**src/rtl/calc_pkg.sv**
```systemverilog
// rtl/calc_pkg.sv - shared key codes, opcodes and state types for the calculator input parser
package calc_pkg;

  localparam int DEFAULT_WIDTH      = 16;
  localparam int DEFAULT_MAX_DIGITS = 4;

  // key[4] set means operator key; key[3] must then be clear for a valid operator
  localparam logic       KEY_OP_PREFIX = 1'b1;
  localparam logic [2:0] OP_ADD = 3'd0;
  localparam logic [2:0] OP_SUB = 3'd1;
  localparam logic [2:0] OP_MUL = 3'd2;
  localparam logic [2:0] OP_DIV = 3'd3;
  localparam logic [2:0] OP_EQ  = 3'd4;
  localparam logic [2:0] OP_AC  = 3'd5;
  localparam logic [2:0] OP_NEG = 3'd6;

  typedef enum logic [1:0] {
    ALU_ADD = 2'd0,
    ALU_SUB = 2'd1,
    ALU_MUL = 2'd2,
    ALU_DIV = 2'd3
  } alu_op_t;

  typedef enum logic [2:0] {
    ST_ENTRY_A,
    ST_OP_PENDING,
    ST_ENTRY_B,
    ST_ISSUE,
    ST_WAIT_RES,
    ST_RESULT
  } state_t;

  // Commands understood by each operand register
  typedef enum logic [2:0] {
    OPR_NOP,
    OPR_CLEAR,
    OPR_CLEAR_NEG,
    OPR_SET_DIGIT,
    OPR_APPEND,
    OPR_TOGGLE,
    OPR_LOAD
  } opr_cmd_t;

endpackage

```
**src/rtl/calc_input_parser_if.sv**
```systemverilog
// rtl/calc_input_parser_if.sv - key, request, result and display signals of the input parser
interface calc_input_parser_if #(
  parameter int WIDTH = 16
);
  logic [4:0]       i_key_data;
  logic             i_key_valid;
  logic             o_key_ready;
  logic [WIDTH-1:0] o_req_a;
  logic [WIDTH-1:0] o_req_b;
  logic [1:0]       o_req_op;
  logic             o_req_valid;
  logic             i_req_ready;
  logic [WIDTH-1:0] i_res_data;
  logic             i_res_err;
  logic             i_res_valid;
  logic [WIDTH-1:0] o_disp_value;
  logic             o_error;

  // Parser side
  modport master (
    input  i_key_data, i_key_valid, i_req_ready, i_res_data, i_res_err, i_res_valid,
    output o_key_ready, o_req_a, o_req_b, o_req_op, o_req_valid, o_disp_value, o_error
  );

  // Keypad / arithmetic unit / display side
  modport slave (
    output i_key_data, i_key_valid, i_req_ready, i_res_data, i_res_err, i_res_valid,
    input  o_key_ready, o_req_a, o_req_b, o_req_op, o_req_valid, o_disp_value, o_error
  );
endinterface

```
**src/rtl/operand_reg.sv**
```systemverilog
// rtl/operand_reg.sv - sign/magnitude operand with decimal digit entry and two's complement view
module operand_reg
  import calc_pkg::*;
#(
  parameter int WIDTH      = DEFAULT_WIDTH,
  parameter int MAX_DIGITS = DEFAULT_MAX_DIGITS
) (
  input  logic             clk,
  input  logic             rst_n,
  input  opr_cmd_t         cmd,
  input  logic [3:0]       digit,
  input  logic [WIDTH-1:0] load_val,
  output logic [WIDTH-1:0] value
);
  localparam int CW = $clog2(MAX_DIGITS + 1);

  logic [WIDTH-1:0] mag_q, mag_d, appended;
  logic             sign_q, sign_d;
  logic [CW-1:0]    cnt_q, cnt_d;

  // x10 via shifts keeps the multiplier out of the datapath
  assign appended = (mag_q << 3) + (mag_q << 1) + WIDTH'(digit);
  // negative zero naturally comes out as zero
  assign value = sign_q ? -mag_q : mag_q;

  // next operand contents for the requested command
  always_comb begin
    mag_d  = mag_q;
    sign_d = sign_q;
    cnt_d  = cnt_q;
    case (cmd)
      OPR_CLEAR: begin
        mag_d = '0; sign_d = 1'b0; cnt_d = '0;
      end
      OPR_CLEAR_NEG: begin
        mag_d = '0; sign_d = 1'b1; cnt_d = '0;
      end
      OPR_SET_DIGIT: begin
        mag_d  = WIDTH'(digit);
        sign_d = 1'b0;
        cnt_d  = CW'(digit != 4'd0);
      end
      OPR_APPEND: begin
        // digits beyond the limit are dropped; leading zeros do not count
        if (cnt_q != CW'(MAX_DIGITS)) begin
          mag_d = appended;
          if (appended != '0) cnt_d = cnt_q + 1'b1;
        end
      end
      OPR_TOGGLE: sign_d = ~sign_q;
      OPR_LOAD: begin
        // magnitude is unsigned, so the most negative value survives the round trip
        sign_d = load_val[WIDTH-1];
        mag_d  = load_val[WIDTH-1] ? -load_val : load_val;
        cnt_d  = '0;
      end
      default: ;
    endcase
  end

  // operand state register
  always_ff @(posedge clk or negedge rst_n) begin
    if (!rst_n) begin
      mag_q  <= '0;
      sign_q <= 1'b0;
      cnt_q  <= '0;
    end else begin
      mag_q  <= mag_d;
      sign_q <= sign_d;
      cnt_q  <= cnt_d;
    end
  end
endmodule

```
**src/rtl/calc_input_parser.sv**
```systemverilog
// rtl/calc_input_parser.sv - keypad-driven operand/operator sequencer feeding the arithmetic unit
module calc_input_parser
  import calc_pkg::*;
#(
  parameter int WIDTH      = DEFAULT_WIDTH,
  parameter int MAX_DIGITS = DEFAULT_MAX_DIGITS
) (
  input logic                 clk,
  input logic                 rst_n,
  calc_input_parser_if.master bus
);
  state_t           state_q, state_d;
  alu_op_t          op_q, op_d, chain_op_q, chain_op_d;
  logic             chained_q, chained_d;
  logic             error_q, error_d;
  opr_cmd_t         a_cmd, b_cmd;
  logic [WIDTH-1:0] a_val, b_val;

  logic [4:0] key;
  logic [2:0] opc;
  logic       key_fire, is_digit, is_op, is_arith, is_eq, is_ac, is_neg;

  assign key      = bus.i_key_data;
  assign opc      = key[2:0];
  assign is_digit = (key[4] != KEY_OP_PREFIX) && (key[3:0] <= 4'd9);
  assign is_op    = (key[4] == KEY_OP_PREFIX) && !key[3];
  assign is_arith = is_op && (opc <= OP_DIV);
  assign is_eq    = is_op && (opc == OP_EQ);
  assign is_ac    = is_op && (opc == OP_AC);
  assign is_neg   = is_op && (opc == OP_NEG);

  assign bus.o_key_ready  = (state_q != ST_ISSUE) && (state_q != ST_WAIT_RES);
  assign key_fire         = bus.i_key_valid && bus.o_key_ready;
  assign bus.o_req_valid  = (state_q == ST_ISSUE);
  assign bus.o_req_a      = a_val;
  assign bus.o_req_b      = b_val;
  assign bus.o_req_op     = op_q;
  assign bus.o_disp_value = (state_q == ST_ENTRY_B) ? b_val : a_val;
  assign bus.o_error      = error_q;

  operand_reg #(.WIDTH(WIDTH), .MAX_DIGITS(MAX_DIGITS)) u_opr_a (
    .clk(clk), .rst_n(rst_n), .cmd(a_cmd), .digit(key[3:0]),
    .load_val(bus.i_res_data), .value(a_val)
  );

  operand_reg #(.WIDTH(WIDTH), .MAX_DIGITS(MAX_DIGITS)) u_opr_b (
    .clk(clk), .rst_n(rst_n), .cmd(b_cmd), .digit(key[3:0]),
    .load_val(bus.i_res_data), .value(b_val)
  );

  // next state, operator bookkeeping and operand commands
  always_comb begin
    state_d    = state_q;
    op_d       = op_q;
    chain_op_d = chain_op_q;
    chained_d  = chained_q;
    error_d    = error_q;
    a_cmd      = OPR_NOP;
    b_cmd      = OPR_NOP;
    if (key_fire) begin
      if (is_ac) begin
        state_d    = ST_ENTRY_A;
        op_d       = ALU_ADD;
        chain_op_d = ALU_ADD;
        chained_d  = 1'b0;
        error_d    = 1'b0;
        a_cmd      = OPR_CLEAR;
        b_cmd      = OPR_CLEAR;
      end else if (!error_q) begin
        case (state_q)
          ST_ENTRY_A: begin
            if (is_digit) a_cmd = OPR_APPEND;
            else if (is_neg) a_cmd = OPR_TOGGLE;
            else if (is_arith) begin
              op_d    = alu_op_t'(opc[1:0]);
              state_d = ST_OP_PENDING;
            end
          end
          ST_OP_PENDING: begin
            if (is_digit) begin
              b_cmd   = OPR_SET_DIGIT;
              state_d = ST_ENTRY_B;
            end else if (is_neg) begin
              b_cmd   = OPR_CLEAR_NEG;
              state_d = ST_ENTRY_B;
            end else if (is_arith) op_d = alu_op_t'(opc[1:0]);
          end
          ST_ENTRY_B: begin
            if (is_digit) b_cmd = OPR_APPEND;
            else if (is_neg) b_cmd = OPR_TOGGLE;
            else if (is_eq) state_d = ST_ISSUE;
            else if (is_arith) begin
              chain_op_d = alu_op_t'(opc[1:0]);
              chained_d  = 1'b1;
              state_d    = ST_ISSUE;
            end
          end
          ST_RESULT: begin
            if (is_digit) begin
              a_cmd   = OPR_SET_DIGIT;
              state_d = ST_ENTRY_A;
            end else if (is_neg) a_cmd = OPR_TOGGLE;
            else if (is_arith) begin
              op_d    = alu_op_t'(opc[1:0]);
              state_d = ST_OP_PENDING;
            end
          end
          default: ;
        endcase
      end
    end
    case (state_q)
      ST_ISSUE: if (bus.i_req_ready) state_d = ST_WAIT_RES;
      ST_WAIT_RES: begin
        if (bus.i_res_valid) begin
          a_cmd   = OPR_LOAD;
          error_d = bus.i_res_err;
          if (chained_q) begin
            op_d      = chain_op_q;
            chained_d = 1'b0;
            b_cmd     = OPR_CLEAR;
            state_d   = ST_OP_PENDING;
          end else begin
            state_d = ST_RESULT;
          end
        end
      end
      default: ;
    endcase
  end

  // control state register
  always_ff @(posedge clk or negedge rst_n) begin
    if (!rst_n) begin
      state_q    <= ST_ENTRY_A;
      op_q       <= ALU_ADD;
      chain_op_q <= ALU_ADD;
      chained_q  <= 1'b0;
      error_q    <= 1'b0;
    end else begin
      state_q    <= state_d;
      op_q       <= op_d;
      chain_op_q <= chain_op_d;
      chained_q  <= chained_d;
      error_q    <= error_d;
    end
  end
endmodule

```
**src/flat_wrapper.sv**
```systemverilog
// flat-port wrapper written by rule: the top's interface ports become plain ports
module calc_input_parser_flat import calc_pkg::*;
#(
  parameter int WIDTH      = DEFAULT_WIDTH,
  parameter int MAX_DIGITS = DEFAULT_MAX_DIGITS
)
  (clk, rst_n, bus_i_key_data, bus_i_key_valid, bus_i_req_ready, bus_i_res_data, bus_i_res_err, bus_i_res_valid, bus_o_key_ready, bus_o_req_a, bus_o_req_b, bus_o_req_op, bus_o_req_valid, bus_o_disp_value, bus_o_error);
  calc_input_parser_if #(.WIDTH(WIDTH)) bus_i ();
  input logic clk;
  input logic rst_n;
  input wire logic [$bits(bus_i.i_key_data)-1:0] bus_i_key_data;
  input wire logic [$bits(bus_i.i_key_valid)-1:0] bus_i_key_valid;
  input wire logic [$bits(bus_i.i_req_ready)-1:0] bus_i_req_ready;
  input wire logic [$bits(bus_i.i_res_data)-1:0] bus_i_res_data;
  input wire logic [$bits(bus_i.i_res_err)-1:0] bus_i_res_err;
  input wire logic [$bits(bus_i.i_res_valid)-1:0] bus_i_res_valid;
  output wire logic [$bits(bus_i.o_key_ready)-1:0] bus_o_key_ready;
  output wire logic [$bits(bus_i.o_req_a)-1:0] bus_o_req_a;
  output wire logic [$bits(bus_i.o_req_b)-1:0] bus_o_req_b;
  output wire logic [$bits(bus_i.o_req_op)-1:0] bus_o_req_op;
  output wire logic [$bits(bus_i.o_req_valid)-1:0] bus_o_req_valid;
  output wire logic [$bits(bus_i.o_disp_value)-1:0] bus_o_disp_value;
  output wire logic [$bits(bus_i.o_error)-1:0] bus_o_error;
  assign bus_i.i_key_data = bus_i_key_data;
  assign bus_i.i_key_valid = bus_i_key_valid;
  assign bus_i.i_req_ready = bus_i_req_ready;
  assign bus_i.i_res_data = bus_i_res_data;
  assign bus_i.i_res_err = bus_i_res_err;
  assign bus_i.i_res_valid = bus_i_res_valid;
  assign bus_o_key_ready = bus_i.o_key_ready;
  assign bus_o_req_a = bus_i.o_req_a;
  assign bus_o_req_b = bus_i.o_req_b;
  assign bus_o_req_op = bus_i.o_req_op;
  assign bus_o_req_valid = bus_i.o_req_valid;
  assign bus_o_disp_value = bus_i.o_disp_value;
  assign bus_o_error = bus_i.o_error;
  calc_input_parser #(.WIDTH(WIDTH), .MAX_DIGITS(MAX_DIGITS)) u_core (.clk(clk), .rst_n(rst_n), .bus(bus_i));
endmodule
```
**config.mk**
```make
export PLATFORM = sky130hd
export DESIGN_NAME = calc_input_parser_flat
export DESIGN_NICKNAME = d
export VERILOG_FILES = /design/src/rtl/calc_pkg.sv /design/src/rtl/calc_input_parser_if.sv /design/src/rtl/operand_reg.sv /design/src/rtl/calc_input_parser.sv /design/src/flat_wrapper.sv
export SDC_FILE = /design/constraint.sdc
export NUM_CORES = 1
export LEC_CHECK = 0
export CAP_MARGIN = 15
export CORE_UTILIZATION = 31
export DETAILED_ROUTE_END_ITERATION = 10
export DONT_BUFFER_PORTS = 1
export GPL_TIMING_DRIVEN = 0
export PLACE_DENSITY_LB_ADDON = 0.12
export REMOVE_ABC_BUFFERS = 1
export SETUP_SLACK_MARGIN = 0.4
export SLEW_MARGIN = 20
export SYNTH_ARGS = -nofsm -noshare
export SYNTH_HDL_FRONTEND = slang
export SYNTH_HIERARCHICAL = 1
export SYNTH_SLANG_ARGS = --single-unit
```
**constraint.sdc**
```tcl
create_clock -name clk -period 4.7 [get_ports clk]
set_clock_uncertainty 0.2 [all_clocks]
set_input_delay 0.94 -clock clk [delete_from_list [all_inputs] [get_ports clk]]
set_output_delay 0.94 -clock clk [all_outputs]
set_load 0.03 [all_outputs]
```
==> metrics, run 1 <==
status finished, final reports clean; Final min period 4213 ps; CP Data Required Time 3560 ps; largest net degree at the start of global routing 50; Post-synth EDFFs 0; r2r endpoint u_core/u_opr_a/cnt_q[0]; P_sw 1895 uW; Overall Global Routing Usage 19.34%; post-route cell area 6847 um2; Startpoint Class register; Starting Density 31.54%; CTS Hold Bufs 0; antenna cell count 0; Leak 0.002916 uW; Rows 52; clk buf depth 2; clock sink count 49; via count 5,968; DPL Wire Length 15,840 um; layout overhead on the synthesized area 7.294%; Comb pwr share 66.2%; post-synth top area cell dfrtp_1; vias per cell 5.811; CTS root buffer clkbuf_16; crit path capture type output port; fin crit share 89.63%; top-count cell post-synth nand2_1; Worst R2R Setup Slack 510 ps; initial antenna violation count 0; first-pass GRT wire length 32,400 um; layout cells sized above 1 10.17%; Die Wd 145.5 um; Yosys cell types 95; H-tree depth 2; Int Pwr 1381 uW; PortBufs 0; most frequent cells after synthesis 72 x nand2_1, 60 x ha_1, 49 x dfrtp_1, 49 x o21ai_0; Crit Path Category register to output port; Synth Cell Area 6381 um2; worst vdd ir 439.5 uV; FF+latch count, synth 49; DRC viols 0; top cells by area, synth dfrtp_1 19%, ha_1 12%, xnor2_1 5.6%; Die Y 145.5 um; Crit Path Max Fanout 6; placed cell count 1,018; PD cells 478.5 nW/um2; Overall Power 3276 uW; Pins Over Slew Limit 0; TNS Setup 0 ps; core area 20,230 um2; Slew @ Worst Pin 1175 ps; Hold Vio Cnt, Final 0; hold_ws 132.7 ps; clock transition at the registers of the reported paths 70 ps; global route overflow 0; total CTS buffers 5; Fmax 0.2374 GHz; Placed Area 6570 um2; asr flop ratio synth 100.0%; Slew headroom 21.13%; # setup viols final 0; sequential share of power 22.4%; CTS tree built; Seq/Total Area, Yosys 19.22%; first drt pass iteration count 5; FILL cells 2,144; vias in the first global route 5,793; post-DR wirelength/cell 20.03 um; Clk Latency, worst-skew pair 300 ps; Die Area 21,160 um2; MaxCap Viol Count 0; worst reg2reg startpoint u_core/u_opr_a/mag_q[0]; Sw Share 57.85%; RSZ-0062 raised after global routing true; cells on worst reg2reg path 12; DRT iter0 DRCs 456; Mapped Avg Cell Area 8.160 um2; yosys warns 6; Hold WC Path Type input pin to asynchronous set/reset pin; Ports 80; final wirelength 20,570 um; DRT antenna net count 0; Crit path arrival time 3070 ps; Final Net Count 847; GPL Wtd Cong 0.8514; cell count after synthesis 782; Synth top area share 19.22%; Post-synth top flop dfrtp_1; Clk pwr share 11.4%; final std cells w/o fill 1,027
## critical path, stage by stage (launching register included)
cell	delay, ps
dfrtp_2	530
nor3_1	210
nand2_1	110
or3_1	410
or4_1	480
o21ai_1	220
xnor2_1	410
mux2_2	410
## cell families after synthesis
| group | Yosys count | synth area share [%] |
|---|---|---|
| compound gates | 244 | 26.75 |
| xor+xnor | 71 | 9.980 |
| fa+ha+maj | 64 | 13.02 |
| buf+inv | 78 | 5.255 |
| flops | 49 | 19.22 |
| mux | 29 | 5.020 |
| simple gates | 247 | 20.76 |
## registers in the layout, summed over array words and instances, names as in the netlist
signal                 cells
u_core/u_opr_b/sign_q      1
u_core/state_q             3
u_core/u_opr_a/mag_q      16
u_core/u_opr_a/sign_q      1
u_core/chained_q           1
u_core/bus.o_error         1
u_core/u_opr_a/cnt_q       3
u_core/u_opr_b/cnt_q       3
u_core/u_opr_b/mag_q      16
u_core/bus.o_req_op        2
u_core/chain_op_q          2
## cell usage in the layout (no fill, tap or decap), types with 5 or more instances in the layout
cell type	netlist	routed
a211o_1	5	5
a211oi_1	14	14
a21o_1	10	10
a21oi_1	40	40
a22o_1	16	16
a22oi_1	6	6
a31oi_1	8	7
and2_1	5	5
and3_1	10	10
clkbuf_16	0	5
dfrtp_1	49	46
ha_1	60	60
inv_1	39	39
mux2_2	19	17
mux2i_1	8	8
nand2_1	72	72
nand2b_1	13	13
nand3_1	20	20
nand4_1	7	7
nor2_1	41	41
nor2b_1	9	9
nor3_1	16	15
nor4_1	8	8
o211ai_1	5	5
o21ai_0	49	45
o21ai_1	9	13
o22ai_1	10	10
o31ai_1	18	15
o41ai_1	5	5
or3_1	7	7
or4_1	6	6
xnor2_1	41	39
xor2_1	29	27
## metal layers
layer	global-route usage, %	share of wire (%)	vias to the layer above
met5	0	0	-
met4	4.842	1.3	0
met3	3.636	6.6	15
met2	30.43	44	184
met1	27.13	48	2894
li1	-	-	2875
## worst max path at each step
stage,from,to,slack [ps],depth (start not counted)
detailed placement,bus_i_key_data[0],u_core/u_opr_b/cnt_q[1],-80,11
global placement,u_core/state_q[1],u_core/u_opr_b/cnt_q[1],-1750,10
CTS,u_core/u_opr_b/mag_q[0],bus_o_disp_value[13],350,8
floorplan,bus_i_key_data[0],u_core/u_opr_b/cnt_q[2],390,11
global route,u_core/u_opr_b/mag_q[0],bus_o_disp_value[11],290,7
finish,u_core/u_opr_a/mag_q[0],bus_o_disp_value[11],490,7
## area by class of cell
type	instances	area, um2	area share [%]
tap	270	337.8	4.934
multi-input combinational	655	4951	72.31
timing repair buffer	4	30.03	0.4386
clock buffer	6	128.9	1.882
sequential	49	1230	17.96
clock inverter	2	15.01	0.2193
inverter	41	153.9	2.248
## metrics by stage
step                util, %  setup slack [ps]
floorplan                 -             391.5
global placement      32.31             -1753
detailed placement    32.47            -83.64
CTS                   33.32             349.8
global route          33.84             294.1
finish                33.84             487.2
## power groups by stage
| stage | registers, uW | logic (uW) | clock network [uW] |
|---|---|---|---|
| 2_1_floorplan | 660 | 1780 | 0 |
| 3_3_place_gp | 723 | 2100 | 0 |
| 3_5_place_dp | 732 | 2120 | 0 |
| 4_1_cts | 726 | 2140 | 385 |
| 5_1_grt | 755 | 2330 | 399 |
| 6_report | 733 | 2170 | 375 |
## timing repair
item | in CTS | in global routing
pin swaps | 0 | 1
setup buffers | 0 | 1
resized for setup | 6 | 16
endpoints found under the setup margin | 13 | 12
endpoints found under the hold margin | 0 | 0
(Power assumes the default switching activity.)
==> run 2: changes to the inputs <==
--- a/config.mk
+++ b/config.mk
@@ -6,7 +6,8 @@
 export NUM_CORES = 1
 export LEC_CHECK = 0
 export CAP_MARGIN = 15
-export CORE_UTILIZATION = 31
+export CORE_UTILIZATION = 47
+export CTS_CLUSTER_SIZE = 24
 export DETAILED_ROUTE_END_ITERATION = 10
 export DONT_BUFFER_PORTS = 1
 export GPL_TIMING_DRIVEN = 0
==> run 2 against run 1 <==
Total power is 0.30% lower. Critical path depth stayed put. Count of clock-buffer cells in the layout shrank 1. Worst setup slack gained 29 ps. Hold slack better by 5.7 ps. Non-clock buffer count stayed put. Clock power barely moved. Flip-flop and latch count is the same. Global-route usage is 7.5 points higher. Sequential share of layout area up 0.30 points. Highest routed layer unchanged.
==> metrics, run 2 (synthesis gave the netlist of run 1 again) <==
status finished, final reports clean; vias per cell 6.454; Startpoint Class register; Sequential cell area 1230 um2; DRT antenna net count 0; largest net degree at the start of global routing 50; TNS Setup 0 ps; Crit Path Category register to output port; MaxCap Viol Count 0; FILL cells 1,311; RSZ-0062 raised after global routing true; Slew headroom 27.70%; worst slack at placement 63.36 ps; Rows 42; initial antenna violation count 0; PD cells 485.1 nW/um2; Pins Over Slew Limit 0; layout overhead on the synthesized area 5.510%; vias in the first global route 5,766; crit path capture type output port; antenna cell count 0; placed cell count 924; clock transition at the registers of the reported paths 70 ps; via count 6,022; Fmax 0.2390 GHz; first drt pass iteration count 5; final wirelength 18,810 um; Final WS setup 515.9 ps; final std cells w/o fill 933; layout cells sized above 1 10.44%; Hold Vio Cnt, Final 0; Clk Latency, worst-skew pair 290 ps; Top Registers u_core/u_opr_a/mag_q x16, u_core/u_opr_b/mag_q x16; Die Area 14,050 um2; Multi-input gate area 4949 um2; core area 13,240 um2; DPL Wire Length 14,480 um; Final Net Count 847; Final min period 4184 ps; DRT iter0 DRCs 448; Leak 0.002928 uW; clk buf depth 2; Crit Path Max Fanout 6; DRC viols 0; CTS Hold Bufs 0; Hold WC Path Type input pin to asynchronous set/reset pin; worst vdd ir 576.9 uV; Slew @ Worst Pin 1073 ps; Starting Density 48.19%; GPL Wtd Cong 0.8914; CTS tree built; Crit path arrival time 3040 ps; post-DR wirelength/cell 20.16 um; Die Wd 118.5 um; PortBufs 0; CTS root buffer clkbuf_16; total CTS buffers 5; most common cell after layout, fill and taps aside nand2_1; H-tree depth 2; clock sink count 49; Ports 80; Die Y 118.5 um; CP Data Required Time 3560 ps; first-pass GRT wire length 30,240 um; most frequent cells in the layout 72 x nand2_1, 60 x ha_1, 46 x o21ai_0, 46 x dfrtp_1, 41 x nor2_1; fin util 50.84%; # setup viols final 0; Overall Global Routing Usage 26.82%; fin crit share 89.02%; global route overflow 0
[run 2: what timing repair did]
item | CTS | global route
endpoints found under the setup margin | 10 | 7
endpoints found under the hold margin | 0 | 0
setup buffers | 0 | 1
pin swaps | 0 | 1
gates resized for setup | 9 | 11
[run 2: worst max-delay path, cell delays in order (launching register included)]
cell and delay, ps:
dfrtp_2 520, nor3_1 200, nand2_1 100, or3_1 400, or4_1 480, o21ai_1 240
xnor2_1 390, mux2_2 410
[run 2: final timing paths]
| path | to | startpoint | depth (start not counted) | slack [ps] |
|---|---|---|---|---|
| min in group clk | u_core/chain_op_q[1] | u_core/chain_op_q[1] | 1 | 290 |
| max in group asynchronous | u_core/state_q[2] | rst_n | 0 | 4040 |
| worst max-delay path | bus_o_disp_value[11] | u_core/u_opr_a/mag_q[0] | 7 | 520 |
| worst min-delay path | u_core/u_opr_b/mag_q[5] | rst_n | 0 | 140 |
| worst min register to register | u_core/chain_op_q[1] | u_core/chain_op_q[1] | 1 | 290 |
| worst max register to register | u_core/u_opr_b/cnt_q[2] | u_core/state_q[0] | 11 | 630 |
[run 2: layer usage]
layer / GRT usage, % / wire length, um / vias up
li1: - / - / 2860
met1: 37.24 / 8681 / 2937
met2: 42.95 / 8601 / 209
met3: 5.357 / 1329 / 16
met4: 5.538 / 197 / 0
met5: 0 / 0 / -
[run 2: per-stage QoR]
| step | area (um2) | power [uW] | hold slack (ps) |
|---|---|---|---|
| 3_5_place_dp | 6456 | 2829 | 277.8 |
| 2_1_floorplan | 6200 | 2435 | 249.6 |
| 3_3_place_gp | 6420 | 2779 | 273.2 |
| 5_1_grt | 6733 | 3480 | 125.2 |
| 4_1_cts | 6654 | 3228 | 133.7 |
| 6_report | 6733 | 3266 | 138.4 |
[run 2: cell type report]
class	instances	area share [%]
Multi-Input combinational cell	655	73.50
Sequential cell	49	18.27
Tap cell	176	3.271
Inverter	41	2.286
Clock buffer	5	1.858
Timing Repair Buffer	4	0.5018
Clock inverter	3	0.3159
[run 2: report_power, final]
group	switching, uW	total [uW]	internal [uW]
combinational	1500	2170	670
clock	174	373	199
sequential	217	727	510
==> run 3: changes to the inputs <==
--- a/config.mk
+++ b/config.mk
@@ -13,7 +13,7 @@
 export GPL_TIMING_DRIVEN = 0
 export PLACE_DENSITY_LB_ADDON = 0.12
 export REMOVE_ABC_BUFFERS = 1
-export SETUP_SLACK_MARGIN = 0.4
+export SETUP_SLACK_MARGIN = 0.1
 export SLEW_MARGIN = 20
 export SYNTH_ARGS = -nofsm -noshare
 export SYNTH_HDL_FRONTEND = slang
==> run 3 against run 2 <==
Utilization fell by 0.76 points. Non-clock buffer count fell by 1. Critical endpoint is now bus_o_disp_value[13]. Register-to-register slack got worse by 190 ps. Flip-flop and latch count did not move. Count of clock-buffer cells in the layout did not move. Critical path depth rose by 1. Global-route usage barely moved. Sequential share of layout area rose by 0.26 points. Design area fell by 1.5%. Final cell count fell by 0.11%. Worst setup slack got worse by 160 ps. Die area did not move.
==> metrics, run 3 (synthesis gave the netlist of run 1 again) <==
DPL Wire Length 14,480 um; largest net degree at the start of global routing 50; first drt pass iteration count 5; DRT iter0 DRCs 455; PD cells 485.3 nW/um2; Die Y 118.5 um; fin crit share 92.46%; Crit Path Max Fanout 7; via count 6,019; fin util 50.09%; status finished, final reports clean; vias in the first global route 5,747; clk buf depth 2; Clk Latency, worst-skew pair 290 ps; Crit path arrival time 3210 ps; total CTS buffers 5; CTS root buffer clkbuf_16; final wirelength 18,740 um; Top Registers u_core/u_opr_a/mag_q x16, u_core/u_opr_b/mag_q x16; first-pass GRT wire length 30,170 um; crit path capture type output port; # setup viols final 0; FILL cells 1,321; Ports 80; Slew headroom 27.41%; Starting Density 48.19%; Startpoint Class register; post-CTS setup buffer count 0; H-tree depth 2; Fmax 0.2301 GHz; Final min period 4346 ps; clock sink count 49; most used cell, CP nand2_1; placed cell count 924; CP Data Required Time 3560 ps; crit-path cells nor3_1 -> nand2_1 -> or3_1 -> or4_1 -> o21ai_0 -> nand2_1 -> xor2_2 -> mux2_2; DRT antenna net count 0; GPL Wtd Cong 0.8914; Die Wd 118.5 um; global route overflow 0; TNS Setup 0 ps; core area 13,240 um2; Pins Over Slew Limit 0; layout overhead on the synthesized area 3.941%; Overall Global Routing Usage 26.77%; Final Net Count 846; most frequent cells in the layout 72 x nand2_1, 60 x ha_1, 47 x o21ai_0, 47 x dfrtp_1; Die Area 14,050 um2; vias per cell 6.458; Slew @ Worst Pin 1077 ps; most common cell after layout, fill and taps aside nand2_1; clock transition at the registers of the reported paths 70 ps; antenna cell count 0; Hold WC Path Type input pin to asynchronous set/reset pin; DRC viols 0; post-DR wirelength/cell 20.11 um; Hold Vio Cnt, Final 0; final std cells w/o fill 932; PortBufs 0; Rows 42; MaxCap Viol Count 0; worst vdd ir 581.6 uV; initial antenna violation count 0; CTS Hold Bufs 0; RSZ-0062 raised after global routing false; Slowest-stage cell, CP dfrtp_2; Placed Area 6456 um2; Overall Power 3219 uW; CTS tree built; Leak 0.002889 uW; Crit Path Category register to output port; layout cells sized above 1 8.995%; slowest cell delay on critical path 530 ps; post-route cell area 6633 um2
## run 3: cell count changes in the layout (fill, tap and decap cells not counted), moves of 2 or more
cell,change
xnor2_2,-2
o31ai_2,-2
xor2_4,-2
o31ai_1,+2
xnor2_1,+2
## run 3: final timing paths
kind / startpoint / endpoint / slack, ps / depth (start not counted)
min in group clk: u_core/chain_op_q[1] / u_core/chain_op_q[1] / 290 / 1
max in group asynchronous: rst_n / u_core/u_opr_a/mag_q[0] / 4040 / 0
min reg2reg: u_core/chain_op_q[1] / u_core/chain_op_q[1] / 290 / 1
min: rst_n / u_core/u_opr_b/mag_q[3] / 140 / 0
max: u_core/u_opr_b/mag_q[0] / bus_o_disp_value[13] / 350 / 8
max reg2reg: u_core/u_opr_b/mag_q[0] / u_core/u_opr_b/cnt_q[2] / 440 / 12
## run 3: layout make-up
cell class | instances | area, um2 | share of cell area [%]
Clock inverter | 3 | 21.27 | 0.3207
Timing Repair Buffer | 3 | 26.28 | 0.3962
Tap cell | 176 | 220.2 | 3.320
Clock buffer | 5 | 125.1 | 1.886
Inverter | 41 | 153.9 | 2.320
Multi-Input combinational cell | 655 | 4857 | 73.23
Sequential cell | 49 | 1229 | 18.52
## run 3: metrics by stage
stage,hold WS (ps),setup WS (ps)
6_report,138.9,354.2
5_1_grt,124.8,191.7
4_1_cts,133.7,150.4
3_5_place_dp,277.8,63.36
3_3_place_gp,273.2,-1253
2_1_floorplan,249.6,391.5
## run 3: timing repair
item / CTS / global route
pin swaps: 0 / 0
endpoints found under the setup margin: 1 / 6
gates resized for setup: 1 / 4
## run 3: layer usage
layer / wire [um] / GRT usage (%) / vias to the layer above / share of wire [%]
met5: 0 / 0 / - / 0
met4: 264 / 5.459 / 0 / 1.4
met3: 1392 / 5.357 / 21 / 7.4
met2: 8527 / 42.91 / 237 / 45
met1: 8558 / 37.14 / 2901 / 46
li1: - / - / 2860 / -
## run 3: report_power, final
| group | internal, uW | switching (uW) |
|---|---|---|
| Sequential | 509 | 215 |
| Clock | 199 | 173 |
| Combinational | 648 | 1480 |
| Total | 1360 | 1860 |
## run 3: worst max-delay path: cells and delay by family (launching register included)
family	cells	cell delay (ps)
multiplexers	1	350
XOR/XNOR	1	400
AND/OR/NAND/NOR	5	1370
flip-flops	1	530
AO/OA/AOI/OAI	1	270
